$ cat src/rtl/control_unit.sv
// -----------------------------------------------------------------------------
// control_unit
//
// Multi-cycle instruction sequencer. Each instruction is fetched from
// instruction memory, decoded, executed and written back. On a HALT opcode,
// or on an undefined opcode, the unit stops and stays stopped until RESET.
//
// Instruction word layout:
//   [31:24] opcode   [18:16] dest   [10:8] src1   [2:0] src2   [7:0] imm
//
// Opcodes:
//   8'h00 LOADI  alu 000, immediate replaces DATA1
//   8'h01 MOV    alu 000
//   8'h02 ADD    alu 001
//   8'h03 AND    alu 010
//   8'h04 OR     alu 011
//   HALT_OPCODE  stop sequencing (checked first)
//   anything else: illegal, stop sequencing
//
// State sequence:
//   IDLE -> FETCH (waits for imem_ready) -> DECODE -> EXECUTE -> WRITEBACK -> FETCH
//   DECODE -> HALT on a HALT or undefined opcode
//
// Ports:
//   clk           in   clock, rising edge active
//   RESET         in   asynchronous, active-high reset
//   imem_rdata    in   32-bit instruction word
//   imem_ready    in   imem_rdata valid for the current request
//   imem_req      out  fetch request (high for the whole FETCH state)
//   imem_addr     out  fetch address (same as pc_out)
//   pc_out        out  program counter
//   alu_select    out  ALU operation select
//   imm_sel       out  immediate replaces the ALU DATA1 operand
//   imm_value     out  immediate field of the latched instruction
//   reg_out1addr  out  register-file read address 1 (src1)
//   reg_out2addr  out  register-file read address 2 (src2)
//   reg_inaddr    out  register-file write address (dest)
//   reg_we        out  register-file write enable, one pulse in WRITEBACK
//   halted        out  sequencer stopped
//   illegal       out  sticky: an undefined opcode was fetched
//
// Every output is driven directly by a flip-flop. There is no combinational
// path from imem_rdata or imem_ready to any output.
// -----------------------------------------------------------------------------
module control_unit #(
  parameter int         PC_WIDTH    = 9,
  parameter logic [7:0] HALT_OPCODE = 8'hFF
) (
  input  logic                clk,
  input  logic                RESET,
  input  logic [31:0]         imem_rdata,
  input  logic                imem_ready,
  output logic                imem_req,
  output logic [PC_WIDTH-1:0] imem_addr,
  output logic [PC_WIDTH-1:0] pc_out,
  output logic [2:0]          alu_select,
  output logic                imm_sel,
  output logic [7:0]          imm_value,
  output logic [2:0]          reg_out1addr,
  output logic [2:0]          reg_out2addr,
  output logic [2:0]          reg_inaddr,
  output logic                reg_we,
  output logic                halted,
  output logic                illegal
);

  // ---------------------------------------------------------------------------
  // State encoding
  // ---------------------------------------------------------------------------
  localparam logic [2:0] ST_IDLE      = 3'd0;
  localparam logic [2:0] ST_FETCH     = 3'd1;
  localparam logic [2:0] ST_DECODE    = 3'd2;
  localparam logic [2:0] ST_EXECUTE   = 3'd3;
  localparam logic [2:0] ST_WRITEBACK = 3'd4;
  localparam logic [2:0] ST_HALT      = 3'd5;

  // ---------------------------------------------------------------------------
  // Opcodes and ALU selects
  // ---------------------------------------------------------------------------
  localparam logic [7:0] OP_LOADI = 8'h00;
  localparam logic [7:0] OP_MOV   = 8'h01;
  localparam logic [7:0] OP_ADD   = 8'h02;
  localparam logic [7:0] OP_AND   = 8'h03;
  localparam logic [7:0] OP_OR    = 8'h04;

  localparam logic [2:0] ALU_PASS = 3'b000;
  localparam logic [2:0] ALU_ADD  = 3'b001;
  localparam logic [2:0] ALU_AND  = 3'b010;
  localparam logic [2:0] ALU_OR   = 3'b011;

  // ---------------------------------------------------------------------------
  // Registers
  // ---------------------------------------------------------------------------
  logic [2:0]          state_q,      state_d;
  logic [PC_WIDTH-1:0] pc_q,         pc_d;
  logic [31:0]         instr_q,      instr_d;
  logic [2:0]          alu_select_q, alu_select_d;
  logic                imm_sel_q,    imm_sel_d;
  logic                imem_req_q,   imem_req_d;
  logic                reg_we_q,     reg_we_d;
  logic                halted_q,     halted_d;
  logic                illegal_q,    illegal_d;

  // ---------------------------------------------------------------------------
  // Opcode decoder. HALT_OPCODE takes priority over the defined opcodes, so a
  // parameter value that collides with one of them still stops the sequencer.
  // ---------------------------------------------------------------------------
  typedef struct packed {
    logic       is_halt;
    logic       is_legal;
    logic       imm;
    logic [2:0] alu;
  } op_info_t;

  function automatic op_info_t decode_op(input logic [7:0] op);
    op_info_t info;
    info.is_halt  = (op == HALT_OPCODE);
    info.is_legal = 1'b0;
    info.imm      = 1'b0;
    info.alu      = ALU_PASS;
    if (!info.is_halt) begin
      case (op)
        OP_LOADI: begin
          info.is_legal = 1'b1;
          info.imm      = 1'b1;
          info.alu      = ALU_PASS;
        end
        OP_MOV: begin
          info.is_legal = 1'b1;
          info.alu      = ALU_PASS;
        end
        OP_ADD: begin
          info.is_legal = 1'b1;
          info.alu      = ALU_ADD;
        end
        OP_AND: begin
          info.is_legal = 1'b1;
          info.alu      = ALU_AND;
        end
        OP_OR: begin
          info.is_legal = 1'b1;
          info.alu      = ALU_OR;
        end
        default: begin
          info.is_legal = 1'b0;
        end
      endcase
    end
    return info;
  endfunction

  op_info_t fetch_info;    // decode of the word being accepted from memory
  op_info_t latched_info;  // decode of the latched instruction
  logic     fetch_accept;

  assign fetch_info   = decode_op(imem_rdata[31:24]);
  assign latched_info = decode_op(instr_q[31:24]);

  // imem_ready only counts while a request is outstanding, i.e. in FETCH.
  assign fetch_accept = (state_q == ST_FETCH) && imem_ready;

  // ---------------------------------------------------------------------------
  // Next-state logic
  // ---------------------------------------------------------------------------
  always_comb begin
    state_d = state_q;
    case (state_q)
      ST_IDLE: begin
        state_d = ST_FETCH;
      end
      ST_FETCH: begin
        if (imem_ready) begin
          state_d = ST_DECODE;
        end
      end
      ST_DECODE: begin
        if (latched_info.is_halt || !latched_info.is_legal) begin
          state_d = ST_HALT;
        end else begin
          state_d = ST_EXECUTE;
        end
      end
      ST_EXECUTE: begin
        state_d = ST_WRITEBACK;
      end
      ST_WRITEBACK: begin
        state_d = ST_FETCH;
      end
      ST_HALT: begin
        state_d = ST_HALT;
      end
      default: begin
        state_d = ST_IDLE;
      end
    endcase
  end

  // ---------------------------------------------------------------------------
  // Datapath / output next values
  // ---------------------------------------------------------------------------
  always_comb begin
    instr_d      = instr_q;
    imm_sel_d    = imm_sel_q;
    alu_select_d = alu_select_q;
    pc_d         = pc_q;
    illegal_d    = illegal_q;

    // The instruction and its immediate-select flag are captured together,
    // so the register addresses and immediate are valid for the whole DECODE
    // state and remain stable until the next fetch is accepted.
    if (fetch_accept) begin
      instr_d   = imem_rdata;
      imm_sel_d = fetch_info.imm;
    end

    // alu_select is loaded on the DECODE->EXECUTE edge and held through
    // WRITEBACK.
    if ((state_q == ST_DECODE) && (state_d == ST_EXECUTE)) begin
      alu_select_d = latched_info.alu;
    end

    if ((state_q == ST_DECODE) && !latched_info.is_halt && !latched_info.is_legal) begin
      illegal_d = 1'b1;
    end

    // The PC advances only after a completed write-back. The counter wraps
    // naturally at 2^PC_WIDTH.
    if (state_q == ST_WRITEBACK) begin
      pc_d = pc_q + PC_WIDTH'(1);
    end
  end

  // These flags are a direct function of the state being entered, which
  // keeps them registered while exactly matching the state they describe.
  assign imem_req_d = (state_d == ST_FETCH);
  assign reg_we_d   = (state_d == ST_WRITEBACK);
  assign halted_d   = (state_d == ST_HALT);

  // ---------------------------------------------------------------------------
  // Sequential state. The asynchronous reset clears reg_we at once, so a
  // reset during WRITEBACK cannot complete a partial write.
  // ---------------------------------------------------------------------------
  always_ff @(posedge clk or posedge RESET) begin
    if (RESET) begin
      state_q      <= ST_IDLE;
      pc_q         <= '0;
      instr_q      <= '0;
      alu_select_q <= '0;
      imm_sel_q    <= 1'b0;
      imem_req_q   <= 1'b0;
      reg_we_q     <= 1'b0;
      halted_q     <= 1'b0;
      illegal_q    <= 1'b0;
    end else begin
      state_q      <= state_d;
      pc_q         <= pc_d;
      instr_q      <= instr_d;
      alu_select_q <= alu_select_d;
      imm_sel_q    <= imm_sel_d;
      imem_req_q   <= imem_req_d;
      reg_we_q     <= reg_we_d;
      halted_q     <= halted_d;
      illegal_q    <= illegal_d;
    end
  end

  // ---------------------------------------------------------------------------
  // Outputs: straight from registers
  // ---------------------------------------------------------------------------
  assign imem_req     = imem_req_q;
  assign imem_addr    = pc_q;
  assign pc_out       = pc_q;
  assign alu_select   = alu_select_q;
  assign imm_sel      = imm_sel_q;
  assign imm_value    = instr_q[7:0];
  assign reg_out1addr = instr_q[10:8];
  assign reg_out2addr = instr_q[2:0];
  assign reg_inaddr   = instr_q[18:16];
  assign reg_we       = reg_we_q;
  assign halted       = halted_q;
  assign illegal      = illegal_q;

  // Reserved instruction bits carry no meaning in this instruction set.
  logic unused_instr_bits;
  assign unused_instr_bits = ^{instr_q[23:19], instr_q[15:11]};

endmodule

$ cat config.mk
export PLATFORM = sky130hd
export DESIGN_NAME = control_unit
export DESIGN_NICKNAME = d
export VERILOG_FILES = /design/src/rtl/control_unit.sv
export SDC_FILE = /design/constraint.sdc
export NUM_CORES = 1
export LEC_CHECK = 0
export BUFFER_PORTS_ARGS = -buffer_cell sky130_fd_sc_hd__buf_2
export CAP_MARGIN = 20
export CORE_MARGIN = 3
export CORE_UTILIZATION = 51
export CTS_CLUSTER_DIAMETER = 50
export DETAILED_ROUTE_END_ITERATION = 16
export PLACE_DENSITY = 0.82
export SETUP_SLACK_MARGIN = 0.1
export SYNTH_ARGS = -nofsm -noshare
export SYNTH_HDL_FRONTEND = slang
export SYNTH_SLANG_ARGS = --single-unit
$ cat constraint.sdc
create_clock -name clk -period 2.6 [get_ports clk]
set_input_delay 0.52 -clock clk [delete_from_list [all_inputs] [get_ports clk]]
set_output_delay 0.52 -clock clk [all_outputs]
set_load 0.01 [all_outputs]
==> metrics <==
crit-path cells or4b_1 > or3_4 > mux2_4; RSZ-0062 raised after global routing no; Fin. Hold Viols 0; Nets 239; Reg power frac 46.4%; switch share roughly 34%; initial DRC count just under 70; Yosys top cell area share approximately 53%; Post-Route WL around 3200 microns; Yosys reg bits 41; worst hold slack about 180 ps; cts repair resizes 0; synth warn 0; GRT Residual Overflow 0; FP Rows 21; Worst path slowest cell or4b_1; crit-path max cell delay between 500 and 600 ps; core area 3495 sq um; DRC 0; gp weighted congestion 0.7197; Final Util between 60% and 70%; WP data required approximately 2800 ps; distinct cell type count after synthesis 35; synth top area cells dfrtp_1, mux2_2, buf_4, xor2_1, nor3_1; CP startpoint kind flip-flop; area leader, netlist dfrtp_1; Main synth FF type dfrtp_1; Highest Clock Rate 556.5 MHz; Num CTS Buffers 5; Crit Path Class reg -> reg; Clk pwr share between 10% and 20%; die area 4552 sq um; sw power 829.7 uW; CP arrival roughly 2000 ps; Hold Buf Count CTS 0; drt pass-1 iters 4; Syn Inst Count roughly 160; Syn Area/Cell between 10 and 15 sq um; ant diodes 0; Rel. slew slack between 60% and 70%; total track usage around 16%; TNS Setup 0 ps; DR vias between 1000 and 1500; CP endpoint kind flip-flop; min-delay worst type in -> async; # clock sinks 41; Synth Net Count roughly 190; max_cap viols 0; power consumption roughly 2.4 mW; htree depth 2; fin crit share between 60% and 70%; CP Max Fanout 11; first-pass GRT wire length around 5300 microns; IO Port Bufs 66; Async S/R FF share, synth between 90% and 100%; via/cell ratio 4.964; clk_lat worst skew between 200 and 300 ps; internal power between 1.5 and 2 mW; Die Y 67.47 microns; Setup WS post-layout 802.9 ps; largest net degree at the start of global routing 23; sequential element share of the synthesized area a little over half; vias in the first global route between 1000 and 1500; Detail Route Antenna Nets 0; hpwl dp 2483 microns; most common cell in the netlist dfrtp_1; fill cell count ~280; P per Cell Area 1088 nW/um^2; Die W just under 70 microns; Post-CTS Setup Bufs 0; Lkg Pwr 1.125 nW; EDFF count, synth 0; dpl ws around 690 ps; Starting Density a little under three fifths; Comb pwr share between 30% and 40%; Least-Margin Pin Slew roughly 530 ps; Synth Cell Area 1927 sq um; wire per inst between 10 and 15 microns; status finished, final reports clean; Clock Skew ~5.5 ps; TritonCTS clock tree done; clock buffer depth 2; worst vdd ir approximately 0.00048 V; ratio of cells with drive above 1 in the final layout roughly half; synth cell count leaders dfrtp_1, buf_4, mux2_2, xor2_1; Syn-to-layout area delta 16.49%; CTS root buffer clkbuf_8; Final Setup Violations 0; min cycle time layout ~1800 ps; number of I/O pins 78; Worst-path clk slew around 70 ps; Slew Viols, Final 0; initial antenna violation count 0
==> placed cells by master, fill, tap and decap left out, types with 2 or more instances in the layout <==
master	n
nand4_1	4
nor4_1	2
o21a_1	2
mux2_2	23
inv_1	3
buf_4	2
nand2_1	6
o21ai_0	3
nor3_1	6
dfrtp_1	41
clkbuf_8	6
buf_2	66
xor2_1	7
xnor2_1	2
nor2b_1	3
nor2_1	4
==> cell families (layout without fill, tap and decap cells) <==
group           after synthesis  count (layout)  synth area share (%)
compound gates                9               9                 2.987
xor+xnor                      9               9                 4.091
buf+inv                      36              81                 12.92
other cells                   1               1                0.1946
fa+ha+maj                     1               1                0.6492
mux                          25              25                 14.74
simple gates                 36              36                 11.17
flops                        41              41                 53.25
==> metal layers <==
| metal | share of wire (%) | vias to the layer above | track usage (%) |
|---|---|---|---|
| li1 | - | 598 | - |
| met1 | 42 | 588 | 19.22 |
| met2 | 50 | 48 | 25.64 |
| met3 | 7.5 | 2 | 4.493 |
| met4 | 0.59 | 0 | 6.076 |
| met5 | 0 | - | 0 |
==> cell type report <==
type	instances	area, sq um	area share, %
flip-flops and latches	41	1026	45.71
multi-input cells	81	666.9	29.71
repair buffers	70	392.9	17.50
clock buffers	7	86.33	3.846
well taps	46	57.56	2.564
inverters	4	15.01	0.6689
==> power groups by stage <==
stage | logic [mW] | clock network, mW | registers [mW]
6_report | 0.911 | 0.399 | 1.13
4_1_cts | 0.933 | 0.415 | 1.14
3_3_place_gp | 0.896 | 0 | 1.13
2_1_floorplan | 0.824 | 0 | 1.10
5_1_grt | 1.00 | 0.449 | 1.18
3_5_place_dp | 0.928 | 0 | 1.15
==> state kept, by name, indices dropped and copies added, names as in the netlist <==
| register | count |
|---|---|
| imem_addr | 9 |
| alu_select | 2 |
| illegal | 1 |
| state_q | 3 |
| instr_q | 22 |
| halted | 1 |
| reg_we | 1 |
| imem_req | 1 |
| imm_sel | 1 |
==> path summary, 6_finish.rpt <==
path                                 from       endpoint  slack [ps]  cells past startpoint
hold reg to reg                   illegal        illegal         480                      2
setup reg to reg               state_q[0]  alu_select[0]         800                      3
hold / removal                      RESET    instr_q[31]         180                      2
min in group clk           imem_rdata[18]    instr_q[18]         470                      2
max in group asynchronous           RESET     instr_q[2]        1850                      4
setup / recovery               state_q[0]  alu_select[0]         800                      3
==> metrics by stage <==
| stage | cells | instance area (sq um) |
|---|---|---|
| 2_1_floorplan | 158 | 1927 |
| 3_3_place_gp | 241 | 2131 |
| 3_5_place_dp | 242 | 2158 |
| 4_1_cts | 249 | 2245 |
| 5_1_grt | 249 | 2245 |
| 6_report | 249 | 2245 |
==> critical path: cells and delay by family (launching register included) <==
family,cells,cell delay (ps)
flops,1,480
mux,1,300
simple gates,2,910
No activity file was read; power rests on OpenSTA's default activity.
